<file path="config.mk">
export PLATFORM = sky130hd
export DESIGN_NAME = node_array_sequencer
export DESIGN_NICKNAME = d
export VERILOG_FILES = /design/src/rtl/node_array_sequencer.sv
export SDC_FILE = /design/constraint.sdc
export NUM_CORES = 1
export LEC_CHECK = 0
export CAP_MARGIN = 20
export CORE_ASPECT_RATIO = 1.25
export CORE_MARGIN = 3
export CORE_UTILIZATION = 40
export CTS_CLUSTER_SIZE = 14
export DETAILED_ROUTE_END_ITERATION = 12
export PLACE_DENSITY_LB_ADDON = 0.2
export SETUP_SLACK_MARGIN = 0.1
export SYNTH_ARGS = -nofsm -noshare
export SYNTH_HDL_FRONTEND = slang
export SYNTH_SLANG_ARGS = --single-unit
</file>
<file path="constraint.sdc">
create_clock -name clk -period 3.5 [get_ports clk]
set_input_delay 0.7 -clock clk [delete_from_list [all_inputs] [get_ports clk]]
set_output_delay 0.7 -clock clk [all_outputs]
set_load 0.02 [all_outputs]
</file>
<file path="src/rtl/node_array_sequencer.sv">
// Initiator side of the FEA node command interface: loads initial node values,
// broadcasts kval/dt, issues the programmed STEP burst and streams final values out.
//
// state       | meaning
// ------------+-------------------------------------------------------------
// S_IDLE      | waiting for start; kval/dt/step_count hold last run's values
// S_LOAD      | accepting init words, one LOAD command per handshake
// S_STEP      | issuing contiguous STEP commands until step_count == num_steps
// S_READ_REQ  | READ command visible; node_val_in captured at end of cycle
// S_READ_WAIT | result word presented on out_valid until out_ready
// S_DONE      | one-cycle done pulse, then back to idle
module node_array_sequencer #(
  parameter int NUM_NODES = 8,
  parameter int SEL_W     = 3
) (
  input  logic             clk,
  input  logic             rst_n,
  input  logic             start,
  input  logic [15:0]      num_steps,
  input  logic [31:0]      kval_in,
  input  logic [31:0]      dt_in,
  input  logic             init_valid,
  output logic             init_ready,
  input  logic [31:0]      init_data,
  output logic [2:0]       command,
  output logic [SEL_W-1:0] node_sel,
  output logic [31:0]      load_data,
  output logic [31:0]      kval,
  output logic [31:0]      dt,
  input  logic [31:0]      node_val_in,
  output logic             out_valid,
  input  logic             out_ready,
  output logic [31:0]      out_data,
  output logic             out_last,
  output logic             busy,
  output logic             done,
  output logic [15:0]      step_count
);

  typedef enum logic [2:0] {
    S_IDLE,
    S_LOAD,
    S_STEP,
    S_READ_REQ,
    S_READ_WAIT,
    S_DONE
  } state_t;

  localparam logic [2:0] CMD_HOLD = 3'b000;
  localparam logic [2:0] CMD_LOAD = 3'b001;
  localparam logic [2:0] CMD_STEP = 3'b010;
  localparam logic [2:0] CMD_READ = 3'b011;

  localparam logic [SEL_W-1:0] LAST_IDX = SEL_W'(NUM_NODES - 1);

  state_t           r_state;
  logic [SEL_W-1:0] r_idx;
  logic [15:0]      r_num_steps;
  logic [15:0]      r_step_count;
  logic [31:0]      r_kval;
  logic [31:0]      r_dt;
  logic [2:0]       r_cmd;
  logic [SEL_W-1:0] r_sel;
  logic [31:0]      r_load_data;
  logic [31:0]      r_out_data;
  logic             r_out_last;

  state_t           w_state_nxt;
  logic [SEL_W-1:0] w_idx_nxt;
  logic [15:0]      w_num_steps_nxt;
  logic [15:0]      w_step_count_nxt;
  logic [31:0]      w_kval_nxt;
  logic [31:0]      w_dt_nxt;
  logic [2:0]       w_cmd_nxt;
  logic [SEL_W-1:0] w_sel_nxt;
  logic [31:0]      w_load_data_nxt;
  logic [31:0]      w_out_data_nxt;
  logic             w_out_last_nxt;
  logic             w_init_hs;
  logic             w_out_hs;

  assign w_init_hs = (r_state == S_LOAD) && init_valid;
  assign w_out_hs  = (r_state == S_READ_WAIT) && out_ready;

  always_ff @(posedge clk or negedge rst_n) begin
    if (!rst_n) begin
      r_state      <= S_IDLE;
      r_idx        <= '0;
      r_num_steps  <= '0;
      r_step_count <= '0;
      r_kval       <= '0;
      r_dt         <= '0;
      r_cmd        <= CMD_HOLD;
      r_sel        <= '0;
      r_load_data  <= '0;
      r_out_data   <= '0;
      r_out_last   <= 1'b0;
    end else begin
      r_state      <= w_state_nxt;
      r_idx        <= w_idx_nxt;
      r_num_steps  <= w_num_steps_nxt;
      r_step_count <= w_step_count_nxt;
      r_kval       <= w_kval_nxt;
      r_dt         <= w_dt_nxt;
      r_cmd        <= w_cmd_nxt;
      r_sel        <= w_sel_nxt;
      r_load_data  <= w_load_data_nxt;
      r_out_data   <= w_out_data_nxt;
      r_out_last   <= w_out_last_nxt;
    end
  end

  // Commands are registered, so the READ for the next node is issued from the
  // state that precedes S_READ_REQ; it is then visible during S_READ_REQ itself.
  always_comb begin
    w_state_nxt      = r_state;
    w_idx_nxt        = r_idx;
    w_num_steps_nxt  = r_num_steps;
    w_step_count_nxt = r_step_count;
    w_kval_nxt       = r_kval;
    w_dt_nxt         = r_dt;
    w_cmd_nxt        = CMD_HOLD;
    w_sel_nxt        = r_sel;
    w_load_data_nxt  = r_load_data;
    w_out_data_nxt   = r_out_data;
    w_out_last_nxt   = r_out_last;

    case (r_state)
      S_IDLE: begin
        if (start) begin
          w_num_steps_nxt  = num_steps;
          w_kval_nxt       = kval_in;
          w_dt_nxt         = dt_in;
          w_idx_nxt        = '0;
          w_step_count_nxt = '0;
          w_state_nxt      = S_LOAD;
        end
      end
      S_LOAD: begin
        if (w_init_hs) begin
          w_cmd_nxt       = CMD_LOAD;
          w_sel_nxt       = r_idx;
          w_load_data_nxt = init_data;
          if (r_idx == LAST_IDX) begin
            w_idx_nxt   = '0;
            w_state_nxt = S_STEP;
          end else begin
            w_idx_nxt = r_idx + SEL_W'(1);
          end
        end
      end
      S_STEP: begin
        if (r_step_count < r_num_steps) begin
          w_cmd_nxt        = CMD_STEP;
          w_step_count_nxt = r_step_count + 16'd1;
        end else begin
          w_cmd_nxt   = CMD_READ;
          w_sel_nxt   = r_idx;
          w_state_nxt = S_READ_REQ;
        end
      end
      S_READ_REQ: begin
        w_out_data_nxt = node_val_in;
        w_out_last_nxt = (r_idx == LAST_IDX);
        w_state_nxt    = S_READ_WAIT;
      end
      S_READ_WAIT: begin
        if (w_out_hs) begin
          if (r_out_last) begin
            w_state_nxt = S_DONE;
          end else begin
            w_idx_nxt   = r_idx + SEL_W'(1);
            w_cmd_nxt   = CMD_READ;
            w_sel_nxt   = r_idx + SEL_W'(1);
            w_state_nxt = S_READ_REQ;
          end
        end
      end
      S_DONE: begin
        w_state_nxt = S_IDLE;
      end
      default: begin
        w_state_nxt = S_IDLE;
      end
    endcase
  end

  assign init_ready = (r_state == S_LOAD);
  assign out_valid  = (r_state == S_READ_WAIT);
  assign busy       = (r_state != S_IDLE);
  assign done       = (r_state == S_DONE);
  assign command    = r_cmd;
  assign node_sel   = r_sel;
  assign load_data  = r_load_data;
  assign kval       = r_kval;
  assign dt         = r_dt;
  assign out_data   = r_out_data;
  assign out_last   = r_out_last;
  assign step_count = r_step_count;

endmodule

</file>
==> key figures, run 1 <==
Setup path
  • Cell depth of the worst setup path: 2
  • CP endpoint kind: primary output
  • Max stage delay on crit path: 0.72 ns
  • R2R Setup Slk: 0.88 ns
  • Worst r2r src: step_count[6]$_DFFE_PN0P_
  • Worst reg2reg endpoint: step_count[4]$_DFFE_PN0P_
  • Worst Setup Start Kind: flip-flop
  • FF-to-FF path depth: 7
  • Cell Chain, Critical Path: nor3b_2 -> clkdlybuf4s50_1
  • Arrival time worst endpoint: 2.21 ns
  • Buffers and inverters on the worst path: 1
  • Delay-heaviest family, CP: buffers and inverters
  • WS Path Type: flip-flop to primary output
  • Worst-path fanout max: 11
  • Crit. Startpoint: r_state[2]$_DFFE_PN0P_
  • Critical path required time: 2.80 ns
  • Critical Path Slowest Stage Cell: clkdlybuf4s50_1

GRT
  • Initial antenna violation count: 0
  • M1 GR Usage: 24.72%
  • GRT Util Overall: 20.48%
  • Grt met2 use: 33.27%
  • First-pass GRT wire length: 31.79 mm
  • Met3 Track Usage GR: 9.116%
  • Total grt overflow: 0
  • Grt peak-use layer: met2
  • Vias in the first global route: 5980
  • Largest net degree at the start of global routing: 79

Routing
  • 1st-iter DRT viols: 260
  • Antenna Nets Post-Route: 0
  • Drt pass-1 iters: 4
  • DR WL/cell: 16.75 um
  • DR vias: 5836
  • Residual DRC count: 0
  • Via/cell ratio: 4.807
  • Detailed Route WL: 20.33 mm

Placed design
  • GP Congestion: 0.7885
  • DP Wirelength: 15.12 mm
  • IO buf count: 302

Clock tree
  • Later-pin clock latency in the skew report: 0.42 ns
  • CTS hold repair buffers: 0
  • H-tree depth: 4
  • Clock root cell: clkbuf_16
  • Clock tree buffer depth: 2
  • Clock transition at path regs: 0.06 ns
  • Number of buffers created by CTS: 17
  • CTS tree: built
  • Post-CTS Repair Setup Buffers: 0
  • Post-cts sizing count: 0
  • CTS Sinks: 172

Pwr
  • Pwr/cell area: 878.3 nW/um2
  • Total power: 9.727 mW
  • VDD IR max: 0.0004617 V
  • Leakage: 5.039 nW

Synth
  • Netlist Area Pre-Place: 7277 um2
  • Synth Net Count: 847
  • Synth Flop Type: dfrtp_1
  • Post-synth ARST share: 100.0%
  • Synth Register Bits: 172
  • Mean Syn Cell Area: 10.72 um2
  • Distinct cell type count of the synthesized netlist: 50
  • Sequential fraction of the synthesis area: 59.15%
  • EDFF count, synth: 0
  • Post-Synthesis Cells: 679
  • Ys Warns: 0

Floorplanning
  • IO Pins: 304
  • Die W: 126.6 um
  • Core Rows: 54
  • Die Y: 156.8 um
  • Die area: 19860 um2
  • CORE AREA: 17630 um2
  • Initial Util: 41.27%

Status
  • Status: finished clean

Timing
  • Final hold slack: 0.2913 ns
  • Setup violations, final: 0
  • Worst-margin pin slew: 0.7355 ns
  • Worst slew margin: 50.97%
  • Clock period minus worst slack: 2.908 ns
  • Final period util: 83.08%
  • RSZ-0062 raised after global routing: no
  • FMAX: 343.9 MHz
  • Final Hold Vio Count: 0
  • Setup TNS: 0 ns
  • Skew final: 0.007093 ns
  • Max-slew violations: 0

Finish
  • Fraction of final layout cells sized beyond drive strength 1: 12.32%
  • Final nets: 1145
  • Number of diodes: 0
  • Area Growth Syn to Fin: 52.18%

Job
  • Max Cap Violations: 0

Hold path
  • Min-delay worst type: input port to asynchronous set/reset pin
[flip-flops by register name, indices dropped and copies added, names as in the netlist, 16 cells and up]
name and count:
dt 32, load_data 32, out_data 32, step_count 16, kval 32, r_num_steps 16
[cells in the final DEF (no fill, tap or decap), types with 5 or more instances in the layout]
cell type,instances
clkdlybuf4s50_1,301
nand2_1,227
dfrtp_1,172
mux2_2,67
o21ai_0,31
inv_1,25
ha_1,19
clkbuf_16,17
nor2_1,12
nand3_1,12
nor3_1,11
buf_4,9
a21oi_1,7
o22a_1,5
a211o_1,5
[layer usage]
metal  vias to the layer above  share of wire (%)
li1                       2832                  -
met1                      2735                 40
met2                       240                 49
met3                        29                9.6
met4                         0                1.7
met5                         -                  0
[area by class of cell]
type,count,area [um2]
well taps,224,280.3
inverters,25,93.84
flip-flops and latches,172,4304
clock buffers,20,456.7
repair buffers,312,3112
fillers,1469,6560
clock inverters,12,90.09
multi-input cells,449,2738
[cells in the mapped netlist, types with 5 or more instances]
master,n,area share [%]
a211o_1,5,0.60
a21oi_1,7,0.48
buf_2,6,0.41
clkbuf_1,20,1.0
dfrtp_1,172,59
ha_1,19,3.3
inv_1,25,1.3
mux2_2,67,10
nand2_1,228,12
nand3_1,12,0.83
nor2_1,12,0.62
nor3_1,11,0.76
o21ai_0,31,2.1
o22a_1,5,0.60
[per-stage QoR]
step           cell area (um2)  util (%)  cells  setup slack (ns)
3_3_place_gp             10530     59.70   1182            0.9271
3_5_place_dp             10530     59.70   1182            0.9086
6_report                 11070     62.80   1214            0.5922
4_1_cts                  11070     62.80   1214            0.5909
2_1_floorplan             7277         -    679             1.191
5_1_grt                  11070     62.80   1214            0.4721
[worst max-delay path by stage]
stage,to,slack (ns)
after global routing,out_valid,0.47
after floorplan,step_count[5]$_DFFE_PN0P_,1.19
final,out_valid,0.59
after global placement,step_count[3]$_DFFE_PN0P_,0.93
after CTS,out_valid,0.59
after detailed placement,step_count[2]$_DFFE_PN0P_,0.91
[worst reg2reg max path, delay by kind of cell, from the launching register on]
kind | cells | cell delay [ns]
AOI/OAI and AO/OA | 2 | 0.60
adders and majority gates | 1 | 0.34
DFF | 1 | 0.47
and+or+nand+nor | 4 | 1.11
[cell families after synthesis]
kind of cell	synth area share, %
adders and majority gates	3.267
buffers and inverters	3.301
DFF	59.15
AOI/OAI and AO/OA	5.519
muxes	10.81
other	0.05153
xor gates and xnor gates	0.3611
and+or+nand+nor	17.54
[power breakdown]
group / internal [mW] / total (mW) / switching, mW
Clock: 0.950 / 1.74 / 0.794
Sequential: 2.87 / 3.34 / 0.471
Combinational: 2.24 / 4.65 / 2.41
Total: 6.05 / 9.73 / 3.67
Power figures use the tool's default switching activity.
==> run 2: changes to the inputs <==
- clock period: 3.5 -> 2.8 ns (I/O delays scaled with it)
==> run 2 against run 1 <==
Non-clock buffer count increased by 4; via count increased by 1.4%; cell area increased by 1.1%; worst setup slack got worse by 0.36 ns; highest routed layer unchanged; die area unchanged.
==> key figures, run 2 (synthesis results as in run 1) <==
Routing
  • Detailed Route WL: 20.88 mm
  • DR vias: 5917
  • Drt pass-1 iters: 4
  • 1st-iter DRT viols: 281
  • Antenna Nets Post-Route: 0
  • DR WL/cell: 17.14 um
  • Via/cell ratio: 4.858
  • Residual DRC count: 0

Placed design
  • Inst Count DP: 1186
  • GP Congestion: 0.8310
  • Pre-CTS worst setup slack: 0.3547 ns
  • IO buf count: 302
  • DP Wirelength: 15.54 mm

Clock tree
  • Post-cts sizing count: 0
  • CTS tree: built
  • Post-CTS Repair Setup Buffers: 0
  • Clock root cell: clkbuf_16
  • Number of buffers created by CTS: 17
  • Later-pin clock latency in the skew report: 0.42 ns
  • H-tree depth: 4
  • CTS hold repair buffers: 0
  • CTS Sinks: 172
  • Clock transition at path regs: 0.07 ns
  • Clock tree buffer depth: 2

Finish
  • FILL cells: 1416
  • Number of diodes: 0
  • Fraction of final layout cells sized beyond drive strength 1: 12.58%
  • Area Growth Syn to Fin: 53.82%
  • Commonest non-fill, non-tap cell in the layout: clkdlybuf4s50_1
  • FF+latch area: 4304 um2
  • Most frequent cells in the layout: 301 x clkdlybuf4s50_1, 227 x nand2_1, 172 x dfrtp_1
  • Fin cells: 1218
  • Final nets: 1149
  • Multi-input gate area: 2738 um2

Floorplanning
  • IO Pins: 304
  • Initial Util: 41.27%
  • Die Y: 156.8 um
  • CORE AREA: 17630 um2
  • Die area: 19860 um2
  • Core Rows: 54
  • Die W: 126.6 um

GRT
  • GRT Util Overall: 21.32%
  • Largest net degree at the start of global routing: 55
  • First-pass GRT wire length: 33.38 mm
  • Vias in the first global route: 6228
  • Initial antenna violation count: 0
  • Total grt overflow: 0

Status
  • Status: finished clean

Setup path
  • Delay-heaviest family, CP: buffers and inverters
  • Critical Path End: out_valid
  • FF-to-FF path depth: 8
  • R2R Setup Slk: 0.34 ns
  • Arrival time worst endpoint: 2.01 ns
  • Cell Chain, Critical Path: nor3b_2 -> buf_4 -> clkdlybuf4s50_1
  • Worst Setup Start Kind: flip-flop
  • Worst-path fanout max: 14
  • Worst r2r src: step_count[6]$_DFFE_PN0P_
  • Cell depth of the worst setup path: 3
  • Critical path required time: 2.24 ns
  • CP endpoint kind: primary output
  • Buffers and inverters on the worst path: 2
  • Worst reg2reg endpoint: step_count[5]$_DFFE_PN0P_
  • Max stage delay on crit path: 0.61 ns
  • WS Path Type: flip-flop to primary output
  • Critical Path Slowest Stage Cell: clkdlybuf4s50_1
  • Crit. Startpoint: r_state[0]$_DFFE_PN0P_

Timing
  • Worst-margin pin slew: 0.6984 ns
  • FMAX: 389.5 MHz
  • Clock period minus worst slack: 2.567 ns
  • Skew final: 0.01154 ns
  • Final period util: 91.69%
  • Setup TNS: 0 ns
  • Worst slew margin: 53.30%
  • RSZ-0062 raised after global routing: no
  • Setup violations, final: 0
  • Final Hold Vio Count: 0
  • Max-slew violations: 0
  • Final hold slack: 0.05893 ns
  • Final setup margin: 0.2326 ns

Pwr
  • Leakage: 5.088 nW
  • VDD IR max: 0.0007114 V
  • Pwr/cell area: 1116 nW/um2

Hold path
  • Min-delay worst type: input port to asynchronous set/reset pin

Job
  • Max Cap Violations: 0
-- run 2: final cells by class --
type,count,area share [%]
Sequential cell,172,38.45
Tap cell,224,2.504
Inverter,25,0.8384
Multi-Input combinational cell,449,24.46
Clock buffer,20,3.991
Clock inverter,12,1.464
Timing Repair Buffer,316,28.29
-- run 2: worst min-delay path by stage --
stage,from,endpoint,slack [ns],cells past startpoint
finish,rst_n,dt[17]$_DFFE_PN0P_,0.06,1
global route,rst_n,dt[17]$_DFFE_PN0P_,0.08,1
CTS,rst_n,dt[17]$_DFFE_PN0P_,0.07,1
detailed placement,dt[30]$_DFFE_PN0P_,dt[30]$_DFFE_PN0P_,0.46,2
global placement,kval[3]$_DFFE_PN0P_,kval[3]$_DFFE_PN0P_,0.46,2
floorplan,rst_n,command[0]$_DFF_PN0_,0.26,0
-- run 2: power by group --
| group | total (mW) | internal (mW) | switching [mW] |
|---|---|---|---|
| combinational | 5.88 | 2.84 | 3.04 |
| clock | 2.45 | 1.44 | 1.01 |
| sequential | 4.17 | 3.58 | 0.588 |
-- run 2: routing by layer --
| layer | vias up | part of all wire (%) | global-route usage [%] |
|---|---|---|---|
| met4 | 0 | 2.5 | 7.358 |
| met1 | 2789 | 39 | 25.61 |
| met2 | 249 | 49 | 35.24 |
| met3 | 36 | 9.5 | 8.194 |
| li1 | 2843 | - | - |
| met5 | - | 0 | 0 |
-- run 2: per-stage QoR --
stage | total power, mW | area, um2 | util, %
finish | 12.50 | 11190 | 63.47
global route | 13.31 | 11190 | 63.47
CTS | 12.68 | 11190 | 63.47
detailed placement | 10.16 | 10580 | 60.01
global placement | 10.04 | 10580 | 60.01
floorplan | 7.244 | 7277 | -
-- run 2: worst reg2reg max path, stage by stage (launching register included) --
cell	delay, ns
dfrtp_1	0.47
ha_1	0.34
and3_1	0.18
o2111ai_1	0.12
or4_4	0.46
nand4_4	0.21
buf_4	0.23
nor2_1	0.07
a211o_1	0.27
